`config.mk`:
```
export PLATFORM = sky130hd
export DESIGN_NAME = sar_ctrl_dms
export DESIGN_NICKNAME = d
export VERILOG_FILES = /design/src/rtl/sar_ctrl_dms.sv
export SDC_FILE = /design/constraint.sdc
export NUM_CORES = 1
export LEC_CHECK = 0
export CAP_MARGIN = 20
export CELL_PAD_IN_SITES_DETAIL_PLACEMENT = 1
export CELL_PAD_IN_SITES_GLOBAL_PLACEMENT = 2
export CORE_MARGIN = 8
export CORE_UTILIZATION = 34
export CTS_CLUSTER_DIAMETER = 50
export DETAILED_ROUTE_END_ITERATION = 7
export GPL_ROUTABILITY_DRIVEN = 0
export PLACE_DENSITY = 0.81
export SLEW_MARGIN = 0
export SYNTH_ARGS = -nofsm -noshare
export SYNTH_HDL_FRONTEND = slang
export SYNTH_SLANG_ARGS = --single-unit
```
`constraint.sdc`:
```
create_clock -name clk_i -period 2.1 [get_ports clk_i]
set_input_delay 0.21 -clock clk_i [delete_from_list [all_inputs] [get_ports clk_i]]
set_output_delay 0.21 -clock clk_i [all_outputs]
set_load 0.01 [all_outputs]
```
`src/rtl/sar_ctrl_dms.sv`:
```
`default_nettype none
// ============================================================================
// Module   : sar_ctrl_dms
// Brief    : Successive-approximation controller closing the loop through a DAC
// Revision : 1.0 - initial release
// ============================================================================
module sar_ctrl_dms #(
  parameter int N_BITS        = 8,
  parameter int SAMPLE_CYCLES = 2,
  parameter int SETTLE_CYCLES = 2
) (
  input  logic              clk_i,
  input  logic              rst_i,
  input  logic              start_i,
  input  logic              cmp_i,
  output logic              sample_o,
  output logic [N_BITS-1:0] dac_code_o,
  output logic              busy_o,
  output logic              done_o,
  output logic [N_BITS-1:0] data_o
);

  localparam int c_cnt_max = (SAMPLE_CYCLES > SETTLE_CYCLES) ? SAMPLE_CYCLES : SETTLE_CYCLES;
  localparam int c_cnt_w   = $clog2(c_cnt_max + 1);
  localparam int c_idx_w   = $clog2(N_BITS);

  localparam logic [c_cnt_w-1:0] c_sample_last = c_cnt_w'(SAMPLE_CYCLES - 1);
  localparam logic [c_cnt_w-1:0] c_settle_last = c_cnt_w'(SETTLE_CYCLES - 1);
  localparam logic [c_idx_w-1:0] c_msb_idx     = c_idx_w'(N_BITS - 1);
  localparam logic [N_BITS-1:0]  c_mid_scale   = {1'b1, {(N_BITS-1){1'b0}}};

  typedef enum logic [2:0] {
    S_IDLE   = 3'd0,
    S_SAMPLE = 3'd1,
    S_SETTLE = 3'd2,
    S_DECIDE = 3'd3,
    S_DONE   = 3'd4
  } state_t;

  state_t              r_state;
  logic [N_BITS-1:0]   r_result;
  logic [c_idx_w-1:0]  r_bit_idx;
  logic [c_cnt_w-1:0]  r_cnt;
  logic [N_BITS-1:0]   w_result_next;
  logic [N_BITS-1:0]   w_next_trial;

  // Bits below k are always zero in r_result, so the next trial is just the
  // resolved result with the next lower bit raised.
  always_comb begin
    w_result_next            = r_result;
    w_result_next[r_bit_idx] = cmp_i;
    w_next_trial             = w_result_next;
    if (r_bit_idx != '0) begin
      w_next_trial[r_bit_idx - 1'b1] = 1'b1;
    end
  end

  always_ff @(posedge clk_i or posedge rst_i) begin
    if (rst_i) begin
      r_state    <= S_IDLE;
      r_result   <= '0;
      r_bit_idx  <= '0;
      r_cnt      <= '0;
      sample_o   <= 1'b0;
      dac_code_o <= '0;
      busy_o     <= 1'b0;
      done_o     <= 1'b0;
      data_o     <= '0;
    end else begin
      done_o <= 1'b0;
      case (r_state)
        S_IDLE: begin
          dac_code_o <= '0;
          sample_o   <= 1'b0;
          if (start_i) begin
            r_state  <= S_SAMPLE;
            r_cnt    <= '0;
            sample_o <= 1'b1;
            busy_o   <= 1'b1;
          end
        end
        S_SAMPLE: begin
          if (r_cnt == c_sample_last) begin
            r_state    <= S_SETTLE;
            r_cnt      <= '0;
            sample_o   <= 1'b0;
            r_result   <= '0;
            r_bit_idx  <= c_msb_idx;
            dac_code_o <= c_mid_scale;
          end else begin
            r_cnt <= r_cnt + 1'b1;
          end
        end
        S_SETTLE: begin
          if (r_cnt == c_settle_last) begin
            r_state <= S_DECIDE;
            r_cnt   <= '0;
          end else begin
            r_cnt <= r_cnt + 1'b1;
          end
        end
        S_DECIDE: begin
          r_result <= w_result_next;
          if (r_bit_idx == '0) begin
            // Result published on the way into DONE so it is valid with done_o.
            r_state <= S_DONE;
            data_o  <= w_result_next;
            done_o  <= 1'b1;
          end else begin
            r_state    <= S_SETTLE;
            dac_code_o <= w_next_trial;
            r_bit_idx  <= r_bit_idx - 1'b1;
          end
        end
        S_DONE: begin
          r_state    <= S_IDLE;
          busy_o     <= 1'b0;
          dac_code_o <= '0;
        end
        default: begin
          r_state <= S_IDLE;
        end
      endcase
    end
  end

endmodule
`default_nettype wire

```
==> run metrics <==
Peak supply drop=between 0.0006 and 0.0007 V; type of element launching the critical path=flip-flop; cell area after layout=approximately 2100 um2; worst-margin pin slew=between 0.4 and 0.5 ns; Yosys reg bits=35; Ys Warns=0; clk_lat worst skew=around 0.29 ns; Cell Area, Placed=about 2000 um2; ys async rst share=100%; post-synth cell types=38; drt wl/cell=16.2 um; vias in the first global route=approximately 1300; CTS tree=built; Post-CTS Resized=0; die height=86.4 um; critical path's slowest cell=dfrtp_1; leading area contributor after synthesis=dfrtp_1; number of synthesized flops with an enable pin=0; worst min-delay path category=primary input to async pin; status=finished, final reports clean; CTS Hold Bufs=0; most frequent cell after synthesis=dfrtp_1; post-route DRC violation count=0; Nets=between 150 and 200; All-Layer GR Usage=a little under an eighth; DIE WIDTH=about 86 um; H-tree depth=2; CP required=2.27 ns; Port Buffers=22; Initial Utilization=a little over a third; vias per cell=between 4 and 5; Overall Power=around 3.3 mW; share of the synthesized area in the top cell type=approximately 52%; share of layout cells above drive strength 1=11.8%; DIE AREA=approximately 7500 um2; fin crit period=between 1.5 and 2 ns; top cells by area, synth=dfrtp_1 (52%), o21ai_0 (7.1%), mux2i_1 (5.4%), nand2_1 (4.7%), a22o_1 (4.2%); cell count after synthesis=161; Max Cap Viol=0; Worst Path Max Fanout=10; Num CTS Buffers=5; Reg2Reg Depth=7; maximum clock rate=approximately 0.53 GHz; setup TNS=0 ns; Final Max Tran Viols=0; clk_skew=between 0.007 and 0.008 ns; initial antenna violation count=0; post-detail-place hpwl=slightly below 3 mm; clock-pin slew on the worst setup and hold paths=about 0.070 ns; Fin. Hold Viols=0; Placeable Area=~4800 um2; first-pass GRT wire length=slightly below 7 mm; Synth Flop Type=dfrtp_1; Initial DRC Count=25; maximum number of pins on one net before global-route repair=36; IO Pins=23; Area Overhead vs Synth=23.9%; Post-CTS Setup Inserts=0; worst path arrival time=slightly above 2 ns; Post-Syn Area per Cell=roughly 10 um2; number of core rows=25; leakage=0.928 nW; DRT Wirelength=between 4 and 5 mm; CTS Root Cell=clkbuf_8; Post-synth top cells=dfrtp_1 (35), o21ai_0 (24), nand2_1 (21); unrepaired setup endpoints after global routing=no; via count=roughly 1300; Worst setup EP type=flip-flop; PwrDens=between 1500 and 2000 nW/um2; drt pass-1 iters=4; post-route setup slack=between 0.2 and 0.25 ns; Net Count, Synth=167; sequential share of the synthesized area=a little over half; clock sink count=35; Worst slew margin=around 70%; Worst Path Class, Setup=flip-flop to flip-flop; ANT nets after route=0; Post-Place Worst Slack=0.249 ns; ant diodes=0; CP peak stage delay=roughly 0.5 ns; endpoints failing setup=0; fill count=546; Longest Clk Path Bufs=2; CP Cell Sequence=inv_1, ha_1, nor2b_2, nand2_2, inv_2, a211o_4, a22o_1; period utilization=between 80% and 90%; Syn Std Cell Area=~1700 um2; grt ovf=0
metal layers:
| metal | vias to the layer above | wire, um | GRT usage [%] |
|---|---|---|---|
| met3 | 5 | 216 | 4.16 |
| met1 | 620 | 1920 | 14.5 |
| met4 | 0 | 42 | 3.76 |
| li1 | 616 | - | - |
| met5 | - | 0 | 0 |
| met2 | 17 | 1910 | 19.0 |
stage by stage:
step           std cells  util, %  hold WS, ns
2_1_floorplan        161        -        0.346
3_3_place_gp         245     41.4        0.460
3_5_place_dp         245     41.4        0.471
4_1_cts              253     43.8        0.343
5_1_grt              253     43.8        0.384
6_report             253     43.8        0.322
layout by cell type (no fill, tap or decap), types with 4 or more instances in the layout:
cell             count
clkdlybuf4s50_1     22
clkbuf_8             6
nand2_1             21
nor2_1               5
a22o_1               8
mux2i_1              9
o21ai_0             24
a21oi_1              4
inv_1                4
dfrtp_1             35
path summary, 6_finish.rpt:
kind	start	end	slack, ns
hold reg to reg	data_o[4]	data_o[4]	0.48
hold / removal	rst_i	data_o[6]	0.32
min in group clk_i	data_o[4]	data_o[4]	0.48
setup / recovery	r_bit_idx[1]	dac_code_o[4]	0.23
max in group asynchronous	rst_i	dac_code_o[3]	1.46
setup reg to reg	r_bit_idx[1]	dac_code_o[4]	0.23
worst max-delay path, delay by kind of cell (launching register included):
kind	cells	cell delay [ns]
simple gates	2	0.31
compound gates	2	0.56
flops	1	0.50
buf+inv	2	0.15
fa+ha+maj	1	0.22
cell type report:
class / instances / area, um2 / area share [%]
Sequential cell: 35 / 876 / 42.0
Multi-Input combinational cell: 113 / 746 / 35.8
Timing Repair Buffer: 25 / 243 / 11.6
Tap cell: 67 / 83.8 / 4.02
Clock buffer: 6 / 82.6 / 3.96
Clock inverter: 2 / 35.0 / 1.68
Inverter: 5 / 18.8 / 0.900
where the power goes:
part	total, mW	internal, mW	switching (mW)
Clock	0.625	0.384	0.241
Sequential	1.17	0.926	0.248
Combinational	1.49	0.721	0.770
Total	3.29	2.03	1.26
state kept, by name, indices dropped and copies added, names as in the netlist:
signal and count:
busy_o 1, dac_code_o 8, data_o 8, done_o 1, r_bit_idx 3, r_cnt 2, r_result 8, r_state 3
sample_o 1
logic make-up (layout without fill, tap and decap cells):
kind of cell	count (synthesis)	count (layout)	share of synthesized area [%]
buffers and inverters	13	38	3.64
adders and majority gates	2	2	1.49
and+or+nand+nor	51	51	17.0
DFF	35	35	52.0
AOI/OAI and AO/OA	51	51	20.5
muxes	9	9	5.35
Power figures use the tool's default switching activity.
==> RTL change 1: new RTL, same flow settings <==
Change the parameter `SETTLE_CYCLES` from 2 to 4.
--- a/src/rtl/sar_ctrl_dms.sv
+++ b/src/rtl/sar_ctrl_dms.sv
@@ -7,7 +7,7 @@
 module sar_ctrl_dms #(
   parameter int N_BITS        = 8,
   parameter int SAMPLE_CYCLES = 2,
-  parameter int SETTLE_CYCLES = 2
+  parameter int SETTLE_CYCLES = 4
 ) (
   input  logic              clk_i,
   input  logic              rst_i,
Function: changed (Yosys sat finds a counterexample within 10 cycles, from zero or initial values and one cycle with rst_i high).
==> RTL change 1 against the unedited design <==
Cell area up 5.1%. Worst hold slack worse by 0.0044 ns. Sequential share of layout area down 0.90 points. Highest routed layer unchanged. Setup slack worse by 0.013 ns. Wire length up 5.5%. Synthesized area up 7.5%. Sequential cell count up 1.
Power is not compared: it rests on default switching activity, and its combinational part moved more than twofold at a synthesized area within 25%.
==> RTL change 1: results (changes against the unedited design) <==
- The number of fillers in the final layout came to 596 (+9.2%).
- The setup slack at placement came to 0.227 ns (-0.0222 ns).
- The net count of the mapped netlist is 192 (+15%).
- The total half-perimeter wirelength after legalization and detailed placement is 3180 µm (+7.2%).
- The layout buffering overhead excluding clock cells was 12.1% (+0.46 points).
- The cell total after placement is 269 (+9.8%).
- The synthesized area divided by synthesized cell count is 9.94 µm² (-4.9%).
- The largest net degree at the start of global routing is 37 (+2.8%).
- The routed length per instance was 15.6 µm (-3.7%).
- The cell area reported after detailed placement came to 2100 µm² (+6.7%).
- The endpoint of the worst-slack reg-to-reg timing path is dac_code_o[2].
- The number of cells on the worst reg-to-reg path came to 6 (-1).
- The post-layout net count is 216 (+13%).
- The transition time at the pin with the least slew margin is 0.706 ns (+0.246 ns).
- The area taken by multi-input logic gates is 800 µm² (+7.2%).
- The sequential cell area is 901 µm² (+2.9%).
- The count of plain and timing-repair buffers in the layout was 28 (+12%).
- The global-route wire length before repair is 7390 µm (+6.7%).
- The sequential portion of the cell area is 41.1% (-0.90 points).
- The cell family contributing the most delay on the critical path is simple AND/OR/NAND/NOR gates.
- The wire length on met1 is 1890 µm (-2.0%).
- The number of multi-input logic gates is 123 (+8.8%).
- The worst-case hold slack is 0.317 ns (-0.00445 ns).
- The met1 demand-to-capacity share in global routing is 13.9% (-0.63 points).
- The post-route non-filler standard cell count is 277 (+9.5%).
- The number of global-route vias before repair was 1486 (+11%).
- The global routing usage on met2 is 21.0% (+2.0 points).
- After synthesis, the cell types taking the most area are sky130_fd_sc_hd__dfrtp_1 (50%), sky130_fd_sc_hd__o21ai_0 (6.4%), sky130_fd_sc_hd__mux2i_1 (5.0%).
- The post-synthesis compound-gate area fraction is 19.7% (-0.81 points).
- The number of library cell types mapped by synthesis is 35 (-7.9%).
- The portion of the post-synthesis area used by sequential elements is 49.8% (-2.3 points).
- The post-synthesis xor/xnor area fraction is 0.484% (+0.48 points).
- The commonest cells after synthesis are sky130_fd_sc_hd__dfrtp_1 (36), sky130_fd_sc_hd__o21ai_0 (23), sky130_fd_sc_hd__nand2_1 (21), sky130_fd_sc_hd__o21ai_1 (10).
- The via density per instance is 4.96 (-0.31%).
- The sum of met2 wire segment lengths after detailed routing is 2160 µm (+14%).
- The flow ran to the end, and the final reports show no timing, DRC or antenna violations.
- The number of violations reported at the end of detailed-routing iteration 0 is 63 (+150%).
- The clock skew is 0.00658 ns (-0.000973 ns).
- The sequential cell count was 36 (+2.9%).
- The area share of fa/ha/maj cells after synthesis was 4.15% (+2.7 points).
- The multiplexer area fraction after synthesis is 4.98% (-0.37 points).
RTL change 1: power by group through the flow:
stage | Combinational, µW | Clock (µW) | Sequential (µW)
finish | 588 | 512 | 881
global route | 660 | 561 | 897
CTS | 601 | 528 | 882
detailed placement | 596 | 0 | 896
global placement | 578 | 0 | 888
floorplan | 433 | 0 | 858
RTL change 1: worst max-delay path by stage:
stage | startpoint | end | slack [ns] | cells past startpoint
6_report | r_bit_idx[1] | dac_code_o[2] | 0.21 | 6
5_1_grt | r_bit_idx[1] | dac_code_o[5] | 0.08 | 7
4_1_cts | r_bit_idx[1] | dac_code_o[2] | 0.20 | 6
3_5_place_dp | r_bit_idx[1] | dac_code_o[2] | 0.23 | 6
3_3_place_gp | r_bit_idx[1] | dac_code_o[2] | 0.28 | 6
2_1_floorplan | r_bit_idx[1] | dac_code_o[0] | 0.47 | 8
==> RTL change 2: new RTL, same flow settings <==
Without the edit above. The 5 states of `state_t` get a one-hot encoding in 5 bits.
--- a/src/rtl/sar_ctrl_dms.sv
+++ b/src/rtl/sar_ctrl_dms.sv
@@ -29,12 +29,12 @@
   localparam logic [c_idx_w-1:0] c_msb_idx     = c_idx_w'(N_BITS - 1);
   localparam logic [N_BITS-1:0]  c_mid_scale   = {1'b1, {(N_BITS-1){1'b0}}};
 
-  typedef enum logic [2:0] {
-    S_IDLE   = 3'd0,
-    S_SAMPLE = 3'd1,
-    S_SETTLE = 3'd2,
-    S_DECIDE = 3'd3,
-    S_DONE   = 3'd4
+  typedef enum logic [4:0] {
+    S_IDLE   = 5'b00001,
+    S_SAMPLE = 5'b00010,
+    S_SETTLE = 5'b00100,
+    S_DECIDE = 5'b01000,
+    S_DONE   = 5'b10000
   } state_t;
 
   state_t              r_state;
Formal check against the unedited RTL: same outputs for any inputs over 10 cycles, from zero or initial values and one cycle with rst_i high; not proved beyond that.
==> RTL change 2 against the unedited design <==
Critical path depth fell by 3. Largest cell class unchanged. Clock skew up 0.0036 ns. Wire length rose by 11%. Cell area is 12% higher. Setup slack worse by 0.11 ns. Synthesized area increased by 14%. Total power is 28% lower. Count of clock-buffer cells in the layout is 1 lower. Sequential cell count grew 2.
==> RTL change 2: results (changes against the unedited design) <==
- The flow ran to the end, and the final reports show no timing, DRC or antenna violations.
- The number of cells on the worst reg-to-reg path was 4 (-3).
- The net count of the mapped netlist is 176 (+5.4%).
- The largest net degree at the start of global routing was 38 (+5.6%).
- After synthesis, the cell types taking the most area are sky130_fd_sc_hd__dfrtp_1 (47%), sky130_fd_sc_hd__mux2_2 (5.9%), sky130_fd_sc_hd__mux2i_1 (4.2%).
- The area growth from synthesis to layout is 22.0%.
- The commonest cells after synthesis are sky130_fd_sc_hd__dfrtp_1 (36), sky130_fd_sc_hd__nand2_1 (13), sky130_fd_sc_hd__mux2_2 (10), sky130_fd_sc_hd__o21ai_0 (10).
- The transition time at the pin with the least slew margin came to 0.515 ns (+0.0552 ns).
- The post-synthesis xor/xnor area fraction is 1.82% (+1.8 points).
- The sum of met2 wire segment lengths after detailed routing is 2320 µm (+22%).
- The total half-perimeter wirelength after legalization and detailed placement came to 3300 µm (+11%).
- The biggest cell delay along the critical path is 0.54 ns (+0.04 ns).
- The wire length on met3 came to 173 µm (-20%).
- The synthesized netlist cell count is 170 (+5.6%).
- The layout buffering overhead excluding clock cells is 11.6% (about the same).
- The sequential portion of the cell area is 39.6% (-2.4 points).
- The setup slack at placement is 0.158 ns (-0.0905 ns).
- The portion of the post-synthesis area used by sequential elements was 48.3% (-3.8 points).
- The peak supply drop was 415 µV (-39%).
- The family of cells with the greatest summed delay on the critical path is simple AND/OR/NAND/NOR gates.
- The multi-input combinational area share is 38.9% (+3.1 points).
- The post-synthesis compound-gate area fraction is 16.4% (-4.2 points).
- The clock skew came to 0.0112 ns (+0.00364 ns).
- The leakage power figure is 0.00106 µW (+14%).
- The number of sinks driven by the clock tree was 37 (+5.7%).
- The global-route wire length before repair is 7760 µm (+12%).
- The wire length on met1 came to 1980 µm (+2.9%).
- The routed length per instance came to 17.1 µm (+5.8%).
- The number of global-route vias before repair came to 1531 (+15%).
- The post-layout net count is 199 (+4.2%).
- The origin of the worst setup path is r_state[2].
- The multiplexer area fraction after synthesis is 10.0% (+4.7 points).
- The total vias in the final route is 1411 (+12%).
- The cell total after placement is 258 (+5.3%).
- The fraction of final layout cells with drive strength greater than 1 came to 22.2% (+10 points).
- The met3 layer usage reported by global route is 3.79% (-0.37 points).
- The number of fillers in the final layout is 603 (+10%).
- The cell area reported after detailed placement came to 2220 µm² (+13%).
-- RTL change 2: changes by cell type after synthesis, sizes merged, moves of 3 or more --
| cell | change |
|---|---|
| mux2 | +10 |
| o32ai | +5 |
| nand2 | -9 |
| o2bb2ai | +8 |
| clkbuf | +6 |
| nor4 | +3 |
| and2b | -3 |
| o21ai | -13 |
| a22o | -8 |
| o22ai | +3 |
| o21a | -3 |
-- RTL change 2: power breakdown --
| group | internal (µW) | switching, µW | total [µW] |
|---|---|---|---|
| Clock | 355 | 273 | 628 |
| Sequential | 819 | 159 | 978 |
| Combinational | 379 | 380 | 758 |
-- RTL change 2: repair_timing --
item,4_1_cts,5_1_grt
endpoints found under the hold margin,0,0
setup endpoints to repair,0,5
resized for setup,0,2
